File: src/rtl/ifetch_pkg.sv
// Shared types and constants for the instruction-fetch controller.
package ifetch_pkg;

    typedef enum logic {
        RUN  = 1'b0,
        HALT = 1'b1
    } state_t;

    localparam int IBUF_DEPTH      = 2;
    localparam int PC_STEP         = 4;
    localparam int DEF_INS_ADDRESS = 9;
    localparam int DEF_INS_W       = 32;

    // Buffer entry at the default widths; the buffer declares its own copy sized to its parameters.
    typedef struct packed {
        logic [DEF_INS_ADDRESS-1:0] pc;
        logic [DEF_INS_W-1:0]       inst;
    } ibuf_entry_t;

endpackage

File: src/rtl/ifetch_buf.sv
// Small in-order FIFO holding fetched {pc, instruction} pairs for decode.
module ifetch_buf
    import ifetch_pkg::*;
#(
    parameter int AW = 9,
    parameter int DW = 32,
    parameter int CW = $clog2(IBUF_DEPTH + 1)
) (
    input  logic          clk,
    input  logic          reset,
    input  logic          push,
    input  logic          pop,
    input  logic          flush,
    input  logic [AW-1:0] push_pc,
    input  logic [DW-1:0] push_inst,
    output logic [CW-1:0] count,
    output logic [AW-1:0] head_pc,
    output logic [DW-1:0] head_inst
);

    localparam int PW = (IBUF_DEPTH > 1) ? $clog2(IBUF_DEPTH) : 1;

    typedef struct packed {
        logic [AW-1:0] pc;
        logic [DW-1:0] inst;
    } entry_t;

    entry_t        mem_reg [IBUF_DEPTH];
    logic [PW-1:0] rd_ptr_reg;
    logic [PW-1:0] wr_ptr_reg;
    logic [CW-1:0] count_reg;

    // Data slots need no reset: count gates visibility of their contents.
    generate
        for (genvar gi = 0; gi < IBUF_DEPTH; gi++) begin : g_slot
            always_ff @(posedge clk) begin
                if (push && (wr_ptr_reg == PW'(gi))) begin
                    mem_reg[gi] <= '{pc: push_pc, inst: push_inst};
                end
            end
        end
    endgenerate

    // Depth is a power of two, so the pointers wrap naturally.
    always_ff @(posedge clk) begin
        if (reset || flush) begin
            rd_ptr_reg <= '0;
            wr_ptr_reg <= '0;
            count_reg  <= '0;
        end else begin
            if (push) wr_ptr_reg <= wr_ptr_reg + PW'(1);
            if (pop)  rd_ptr_reg <= rd_ptr_reg + PW'(1);
            case ({push, pop})
                2'b10:   count_reg <= count_reg + CW'(1);
                2'b01:   count_reg <= count_reg - CW'(1);
                default: count_reg <= count_reg;
            endcase
        end
    end

    assign count     = count_reg;
    assign head_pc   = mem_reg[rd_ptr_reg].pc;
    assign head_inst = mem_reg[rd_ptr_reg].inst;

endmodule

File: src/rtl/ifetch_ctrl.sv
// Instruction-fetch controller: PC, run/halt FSM, redirect handling and delivery counter.
module ifetch_ctrl
    import ifetch_pkg::*;
#(
    parameter int INS_ADDRESS = 9,
    parameter int INS_W       = 32,
    parameter int RESET_PC    = 0,
    parameter int CNT_W       = 16
) (
    input  logic                   clk,
    input  logic                   reset,
    output logic [INS_ADDRESS-1:0] imem_ra,
    input  logic [INS_W-1:0]       imem_rd,
    input  logic                   redirect_valid,
    input  logic [INS_ADDRESS-1:0] redirect_pc,
    input  logic                   halt_req,
    output logic                   if_valid,
    input  logic                   if_ready,
    output logic [INS_W-1:0]       if_inst,
    output logic [INS_ADDRESS-1:0] if_pc,
    output logic                   halted,
    output logic [CNT_W-1:0]       deliv_cnt
);

    localparam int BCW = $clog2(IBUF_DEPTH + 1);

    state_t                 state_reg;
    state_t                 state_next;
    logic                   halted_reg;
    logic [INS_ADDRESS-1:0] pc_reg;
    logic [INS_ADDRESS-1:0] pc_next;
    logic [CNT_W-1:0]       deliv_cnt_reg;
    logic [BCW-1:0]         buf_count;
    logic                   push;
    logic                   pop;

    assign if_valid = (buf_count != '0);
    assign pop      = if_valid && if_ready;
    assign push     = (state_reg == RUN) && !redirect_valid
                      && ((buf_count < BCW'(IBUF_DEPTH)) || pop);

    // Redirect wins over sequential fetch; addition wraps modulo the address space.
    always_comb begin
        pc_next = pc_reg;
        if (redirect_valid) begin
            pc_next = {redirect_pc[INS_ADDRESS-1:2], 2'b00};
        end else if (push) begin
            pc_next = pc_reg + INS_ADDRESS'(PC_STEP);
        end
    end

    // halt_req dominates a same-cycle redirect; a lone redirect resumes fetching.
    always_comb begin
        state_next = state_reg;
        if (halt_req) begin
            state_next = HALT;
        end else if (redirect_valid) begin
            state_next = RUN;
        end
    end

    always_ff @(posedge clk) begin
        if (reset) begin
            state_reg     <= RUN;
            halted_reg    <= 1'b0;
            pc_reg        <= INS_ADDRESS'(RESET_PC);
            deliv_cnt_reg <= '0;
        end else begin
            state_reg  <= state_next;
            halted_reg <= (state_next == HALT);
            pc_reg     <= pc_next;
            if (pop && (deliv_cnt_reg != '1)) begin
                deliv_cnt_reg <= deliv_cnt_reg + CNT_W'(1);
            end
        end
    end

    ifetch_buf #(
        .AW (INS_ADDRESS),
        .DW (INS_W),
        .CW (BCW)
    ) u_buf (
        .clk       (clk),
        .reset     (reset),
        .push      (push),
        .pop       (pop),
        .flush     (redirect_valid),
        .push_pc   (pc_reg),
        .push_inst (imem_rd),
        .count     (buf_count),
        .head_pc   (if_pc),
        .head_inst (if_inst)
    );

    assign imem_ra   = pc_reg;
    assign halted    = halted_reg;
    assign deliv_cnt = deliv_cnt_reg;

endmodule
File: config.mk
export PLATFORM = sky130hd
export DESIGN_NAME = ifetch_ctrl
export DESIGN_NICKNAME = d
export VERILOG_FILES = /design/src/rtl/ifetch_pkg.sv /design/src/rtl/ifetch_buf.sv /design/src/rtl/ifetch_ctrl.sv
export SDC_FILE = /design/constraint.sdc
export NUM_CORES = 1
export LEC_CHECK = 0
export ABC_AREA = 1
export CAP_MARGIN = 5
export CORE_MARGIN = 3
export CORE_UTILIZATION = 54
export DETAILED_ROUTE_END_ITERATION = 8
export PLACE_DENSITY = 0.87
export SETUP_SLACK_MARGIN = 0.2
export SKIP_CTS_REPAIR_TIMING = 1
export SYNTH_ARGS = -nofsm -noshare
export SYNTH_HDL_FRONTEND = slang
export SYNTH_HIERARCHICAL = 1
export SYNTH_SLANG_ARGS = --single-unit
File: constraint.sdc
create_clock -name clk -period 4.5 [get_ports clk]
set_input_delay 0.45 -clock clk [delete_from_list [all_inputs] [get_ports clk]]
set_output_delay 0.45 -clock clk [all_outputs]
set_load 0.01 [all_outputs]
Word level (Yosys, flattened, before mapping)
Memory sizes are Yosys's and may differ from the RTL's. A register that Yosys moved wholly into a read port is not among the register bits.
Cells that the tools add are included.
{ "classes": {"add_sub_neg": 6, "magnitude_cmp": 1, "eq_ne": 3, "n_mux": 14, "bitwise_logic": 2, "n_reduce_logical": 15} }
{ "ops": {"columns": ["operator", "count"], "rows": [
  ["two-way mux 41 bit", 1],
  ["OR reduction 41 bit", 1],
  ["two-way mux 9 bit", 2],
  ["adder 16 x 1 -> 16 bit (second input constant)", 1],
  ["!= test 16 bit (second input constant)", 1],
  ["two-way mux 1 bit", 10],
  ["adder 9 x 3 -> 9 bit (second input constant)", 1],
  ["nonzero test 2 bit", 4],
  ["logical AND 1 bit", 6],
  ["one-hot mux 2 bit (2 select lines)", 1],
  ["adder 1 bit (second input constant)", 2],
  ["adder 2 x 1 -> 2 bit (second input constant)", 1],
  ["== test 2 x 1 -> 1 bit (second input constant)", 1],
  ["== test 2 bit (second input constant)", 1],
  ["logical OR 1 bit", 2],
  ["< comparator 2 bit (second input constant)", 1],
  ["inverter 1 bit", 2],
  ["OR reduction 2 bit", 1],
  ["subtractor 2 x 1 -> 2 bit (second input constant)", 1],
  ["zero test 1 bit", 1]
]} }
{ "word_totals": {"register_bits": 30, "ram_bits": 82, "out_inout_bits": 68, "word_cells": 49, "n_memories": 1} }
{ "memory_table": {"columns": ["memory", "depth", "word_bits", "rd", "rd_clocked_by_memory_dff", "write_ports", "line_no", "source"], "rows": [
  ["u_buf.mem_reg", 2, 41, 1, 1, 1, "ifetch_buf.sv:28", "entry_t mem_reg [IBUF_DEPTH];"]
]} }

Longest topological paths before layout
Gate-level depths: netlist of the first run.
{ "depth": {"depth_word": 9, "mapped_depth": 10, "mapped_depth_nobuf": 10} }

Hierarchy
Netlist of the first run, hierarchy kept.
{ "modules_own_cells": {"columns": ["module", "instances", "cells_per_inst", "area_each_um2", "seq_area_each_um2"], "rows": [
  ["ifetch_buf", 1, 160, 3385.7, 2562.5],
  ["ifetch_ctrl", 1, 209, 1413.9, 480.5]
]} }

Worst setup path before layout of the first run
No wires, ideal clock.
{ "synth_timing": {"path_type": "in2reg", "start": "in if_ready", "end": "mem u_buf/mem_reg[0][0] in the netlist's numbering (enable)", "arrival_ps": 2606, "path_slack_ps": 1455, "path_stages": 4, "n_path_buf": 0, "cell_sequence": "o21bai_1 > nor2_1 > inv_1 > nor2_1"} }
{ "synth_via": {"elab_chain_cells": 8} }
{ "synth_rtl": {"columns": ["element", "line_no", "source"], "rows": [
  ["start: declaration", "ifetch_ctrl.sv:18", "input logic if_ready,"],
  ["logical AND 1 bit *", "ifetch_ctrl.sv:38", "assign pop = if_valid && if_ready;"],
  ["logical OR 1 bit *", "ifetch_ctrl.sv:40", "&& ((buf_count < BCW'(IBUF_DEPTH)) || pop);"],
  ["logical AND 1 bit *", "ifetch_ctrl.sv:40", null],
  ["named net push", "ifetch_ctrl.sv:34", "logic push;"],
  ["logical AND 1 bit", "ifetch_buf.sv:37", "if (push && (wr_ptr_reg == PW'(gi))) begin"],
  ["two-way mux 1 bit", "ifetch_buf.sv:37", null],
  ["two-way mux 1 bit (implied by the code)", "ifetch_buf.sv:38", "mem_reg[gi] <= '{pc: push_pc, inst: push_inst};"],
  ["OR reduction 41 bit (no source line)", null, null],
  ["two-way mux 1 bit (no source line)", null, null],
  ["end: declaration", "ifetch_buf.sv:28", null]
]} }
The timed path passes the listed nets; every way through them passes the cells marked *.

==> flow_metrics.py, run 1 <==
metrics = {
    "status": {
        "outcome": "complete, no violations",
    },
    "die": {
        "num_rows": 33,
        "core_um2": 8420,
        "die_area_um2": 10100,
        "io_pins": 114,
        "chipWidth_um": 100,
        "start_util_pct": 57.0,
        "dieHeight_um": 100,
    },
    "route": {
        "wl_per_cell_um": 16.2,
        "drt_first_pass_iters": 4,
        "ant_nets": 0,
        "vias": 3122,
        "wl_mm": 9.65,
        "drtIter0Drc": 156,
        "drc": 0,
        "viasPerCell": 5.24,
    },
    "critical_path": {
        "endpoint_kind": "output port",
        "crit_fanout": 28,
        "crit_type": "reg -> out",
        "cp.arrival_ps": 2550,
        "critPathRequiredTime_ps": 4050,
        "start_kind": "flop",
    },
    "grt": {
        "grt_use_met2_pct": 33.8,
        "grt_overflow_total": 0,
        "track_usage_pct": 19.8,
        "grtUsageMet1_pct": 25.3,
        "grt_max_degree": 43,
        "first_global_vias": 3046,
        "grt_pass1_wl_mm": 15.4,
        "met3_usage_pct": 3.75,
        "busiest_layer": "met2",
        "antenna_found_initial": 0,
    },
    "yosys": {
        "yosysMostFrequentCell": "edfxtp_1",
        "yosysWarningCount": 6,
        "ys_types": 31,
        "synth.area.top_cells": "edfxtp_1, mux2_4, dfxtp_1",
        "ys_seq_area_share_pct": 63.4,
        "async_flop_share_pct": 0,
        "synth_edf_count": 82,
        "synth_top_flop_cell": "edfxtp_1",
        "yosysTopAreaCellShare_pct": 51.3,
        "syn_area_um2": 4800,
        "yosys.area.top_type": "edfxtp_1",
        "yosys_register_bits": 111,
        "synthTopCellsByCount": "edfxtp_1, nand2_1, mux2_4, nor2_1, dfxtp_1",
        "synth_area_per_cell_um2": 13.0,
        "synthCells": 369,
    },
    "clocking": {
        "clockRootBuffer": "clkbuf_8",
        "clk_latency_ps": 350,
        "clock_path_buffers": 2,
        "cts_buffers": 9,
        "cts.clk_slew.worst_paths_ps": 90,
        "h-tree-depth": 3,
        "clock_sinks": 111,
        "cts_tree": "done",
    },
    "sta": {
        "hold_viol_final": 0,
        "rsz0062_at_grt": "no",
        "period_minus_slack_ps": 3000,
        "slew_headroom_pct": 38.9,
        "slew_viol_final": 0,
        "finalSetupViolCount": 0,
        "fin_worst_skew_ps": 6.50,
        "max_freq_ghz": 0.333,
        "worstMarginPinSlew_ps": 916,
        "tns_ps": 0,
        "period_share_pct": 66.6,
    },
    "finish": {
        "synthToLayoutAreaGrowth_pct": 27.5,
        "finalCoreUtilization_pct": 72.7,
        "drive_gt1_share_pct": 17.5,
        "finalInstanceArea_um2": 6120,
        "antenna-diode-count": 0,
        "layout.nets": 535,
        "largest_register_ffs": 82,
    },
    "power": {
        "internal-power_mw": 1.53,
        "leakagePower_nw": 2.19,
        "p_comb_share_pct": 11.4,
        "p_sw_share_pct": 21.5,
        "powerDensity_nw_per_um2": 318,
        "max-vdd-ir-drop_uv": 216,
        "power_frac_seq_pct": 59.6,
        "p_clk_share_pct": 29.0,
        "p_sw_mw": 0.419,
    },
    "worst_hold_path": {
        "hp-class": "reg -> reg",
    },
    "job": {
        "cap_violations": 0,
    },
    "placed_design": {
        "dpl-instance-area_um2": 5930,
        "port_buffers": 109,
        "gp_congestion": 0.833,
        "dp_hpwl_mm": 6.94,
    },
}
==> path summary, 6_finish.rpt <==
| check | start | endpoint | slack, ps | cells after the start |
|---|---|---|---|---|
| setup / recovery | flop | if_pc[8] | 1500 | 3 |
| hold / removal | u_buf/count[1] | u_buf/count[1] | 510 | 2 |
| setup reg to reg | halted | u_buf/mem_reg[0][0] | 2100 | 5 |
| hold reg to reg | u_buf/count[1] | u_buf/count[1] | 510 | 2 |
==> cells by family after synthesis <==
group | Yosys count | share of synthesized area (%)
and+or+nand+nor | 139 | 13.0
muxes | 41 | 12.7
DFF | 111 | 63.4
xor gates and xnor gates | 9 | 1.64
buffers and inverters | 34 | 4.67
other | 1 | 0.0781
adders and majority gates | 3 | 0.782
AOI/OAI and AO/OA | 31 | 3.65
==> routing by layer <==
| layer | routed length (µm) | share of wire, % |
|---|---|---|
| met5 | 0 | 0 |
| met4 | 124 | 1.3 |
| met3 | 631 | 6.5 |
| met2 | 4950 | 51 |
| met1 | 3940 | 41 |
==> placed cells by master (no fill, tap or decap), types with 3 or more instances in the layout <==
master           instances
nor2_2                   4
nand2_2                 13
dfxtp_1                 28
mux2_4                  40
nand4_1                  5
a21oi_1                 19
inv_2                    4
xor2_1                   4
edfxtp_1                82
nor2_1                  34
o21ai_0                  6
conb_1                   6
nor2_4                   4
clkbuf_8                 9
inv_1                   20
clkdlybuf4s50_1        109
ha_1                     3
nand2_1                 61
nand3_1                 14
xnor2_1                  5
==> power groups by stage <==
stage | Clock (mW) | Combinational (mW) | Sequential, mW
detailed placement | 0 | 0.222 | 1.18
global route | 0.625 | 0.237 | 1.17
finish | 0.565 | 0.222 | 1.16
floorplan | 0 | 0.104 | 1.18
CTS | 0.580 | 0.224 | 1.16
global placement | 0 | 0.215 | 1.18
==> critical path, cell delays in order, from the launching register on <==
cell             delay, ps
dfxtp_2                940
buf_4                  420
mux2_4                 320
clkdlybuf4s50_1        510
==> area by class of cell <==
| class | count | area [µm²] |
|---|---|---|
| Inverter | 24 | 90.1 |
| Multi-Input combinational cell | 229 | 1560 |
| Fill cell | 568 | 2300 |
| Clock inverter | 5 | 58.8 |
| Clock buffer | 11 | 131 |
| Tap cell | 105 | 131 |
| Timing Repair Buffer | 111 | 1110 |
| Sequential cell | 111 | 3040 |
==> metrics by stage <==
stage               setup WS [ps]  total power [mW]  hold WS (ps)  cells
floorplan                    1450              1.28           476    374
global placement             1610              1.40           491    580
detailed placement           1620              1.41           497    580
CTS                          1450              1.97           511    596
global route                 1360              2.03           547    596
finish                       1500              1.95           512    596
(Power assumes the default switching activity.)
==> inputs of run 2 (changes only) <==
- CORE_UTILIZATION: 54 -> 45
- PLACE_DENSITY: 0.87 -> 0.77
- clock period: 4.5 -> 2.5 ns (I/O delays scaled with it)
==> run 2 against run 1 <==
Critical path depth stayed put. First-iteration DRC count increased by 49%. Combinational power up 85%. Cell area grew 2.0%. Utilization fell by 12 points. Routed wire length fell by 1.6%. Flip-flop and latch count stayed put. Register-to-register slack worse by 1500 ps. Critical endpoint is now if_inst[24]. Largest cell class unchanged. Largest power group unchanged.
==> flow_metrics.py, run 2 (same netlist as run 1, synthesis figures left out) <==
metrics = {
    "status": {
        "outcome": "complete, no violations",
    },
    "route": {
        "wl_per_cell_um": 15.0,
        "vias": 3117,
        "ant_nets": 0,
        "drt_first_pass_iters": 4,
        "drc": 0,
        "viasPerCell": 4.94,
        "drtIter0Drc": 232,
        "wl_mm": 9.49,
    },
    "finish": {
        "layout_commonest_cell": "clkdlybuf4s50_1",
        "mostFrequentLayoutCells": "clkdlybuf4s50_1, edfxtp_1, nand2_1, mux2_4, nor2_1",
        "largest_register_ffs": 82,
        "synthToLayoutAreaGrowth_pct": 30.1,
        "finalCoreUtilization_pct": 60.2,
        "fill_cells": 843,
        "instances_no_fill": 631,
        "layout.nets": 539,
        "drive_gt1_share_pct": 18.4,
        "ff_latch_area_um2": 3050,
        "finalInstanceArea_um2": 6240,
        "antenna-diode-count": 0,
        "multi_input_area_um2": 1560,
    },
    "critical_path": {
        "cp.arrival_ps": 1950,
        "endpoint_kind": "output port",
        "crit_type": "reg -> out",
        "critPathRequiredTime_ps": 2250,
        "crit_fanout": 34,
        "start_kind": "flop",
    },
    "sta": {
        "hold_viol_final": 0,
        "finalSetupViolCount": 0,
        "rsz0062_at_grt": "no",
        "slew_viol_final": 0,
        "tns_ps": 0,
        "slew_headroom_pct": 65.6,
        "setup_ws_ps": 295,
        "whs_ps": 465,
        "fin_worst_skew_ps": 5.86,
        "worstMarginPinSlew_ps": 515,
        "max_freq_ghz": 0.454,
        "period_share_pct": 88.2,
        "period_minus_slack_ps": 2200,
    },
    "worst_hold_path": {
        "hp-class": "in -> reg",
    },
    "clocking": {
        "cts_tree": "done",
        "cts_buffers": 9,
        "h-tree-depth": 3,
        "cts.clk_slew.worst_paths_ps": 100,
        "clock_path_buffers": 2,
        "clk_latency_ps": 360,
        "clock_sinks": 111,
        "clockRootBuffer": "clkbuf_8",
    },
    "power": {
        "p_comb_share_pct": 11.5,
        "power_frac_seq_pct": 58.4,
        "p_sw_mw": 0.796,
        "p_clk_share_pct": 30.1,
        "powerDensity_nw_per_um2": 572,
        "total_power_mw": 3.57,
        "p_sw_share_pct": 22.3,
        "leakagePower_nw": 2.23,
        "internal-power_mw": 2.77,
        "max-vdd-ir-drop_uv": 300,
    },
    "placed_design": {
        "dpl-instance-area_um2": 6040,
        "dp_hpwl_mm": 6.96,
        "gp_congestion": 0.902,
        "place_ws_ps": 277,
        "place_inst": 615,
        "port_buffers": 109,
    },
    "die": {
        "chipWidth_um": 109,
        "num_rows": 37,
        "start_util_pct": 46.3,
        "core_um2": 10400,
        "io_pins": 114,
        "die_area_um2": 11900,
        "dieHeight_um": 109,
    },
    "grt": {
        "grt_pass1_wl_mm": 15.0,
        "track_usage_pct": 16.3,
        "grt_max_degree": 37,
        "antenna_found_initial": 0,
        "grt_overflow_total": 0,
        "first_global_vias": 3185,
    },
    "job": {
        "cap_violations": 0,
    },
}
run 2: worst paths after layout:
path                     start                   to  slack, ps  cells after the start
setup / recovery          flop          if_inst[24]        300                      3
hold / removal      imem_rd[8]  u_buf/mem_reg[0][8]        460                      1
setup reg to reg        halted       u_buf/count[1]        630                      9
hold reg to reg   deliv_cnt[1]         deliv_cnt[1]        520                      2
run 2: power groups by stage:
stage          clock network (mW)  logic [mW]  registers (mW)
2_1_floorplan                   0       0.189            2.12
3_3_place_gp                    0       0.405            2.12
3_5_place_dp                    0       0.414            2.13
4_1_cts                      1.12       0.415            2.09
5_1_grt                      1.17       0.444            2.10
6_report                     1.08       0.410            2.09
run 2: metal layers:
layer / share of wire, % / GRT usage [%] / up-vias
met1: 41 / 19.5 / 1485
met2: 49 / 28.8 / 108
met3: 8.5 / 4.68 / 9
met5: 0 / 0 / -
li1: - / - / 1515
met4: 0.98 / 4.27 / 0
run 2: cell type report:
class / count / share of cell area (%)
clock buffer: 10 / 2.04
clock inverter: 6 / 1.20
inverter: 24 / 1.44
multi-input combinational: 229 / 25.0
sequential: 111 / 48.8
tap: 136 / 2.73
timing repair buffer: 115 / 18.8
run 2: worst max-delay path, cell delays in order, from the launching register on:
cell             delay, ps
dfxtp_4                460
buf_12                 290
mux2_2                 370
clkdlybuf4s50_1        480
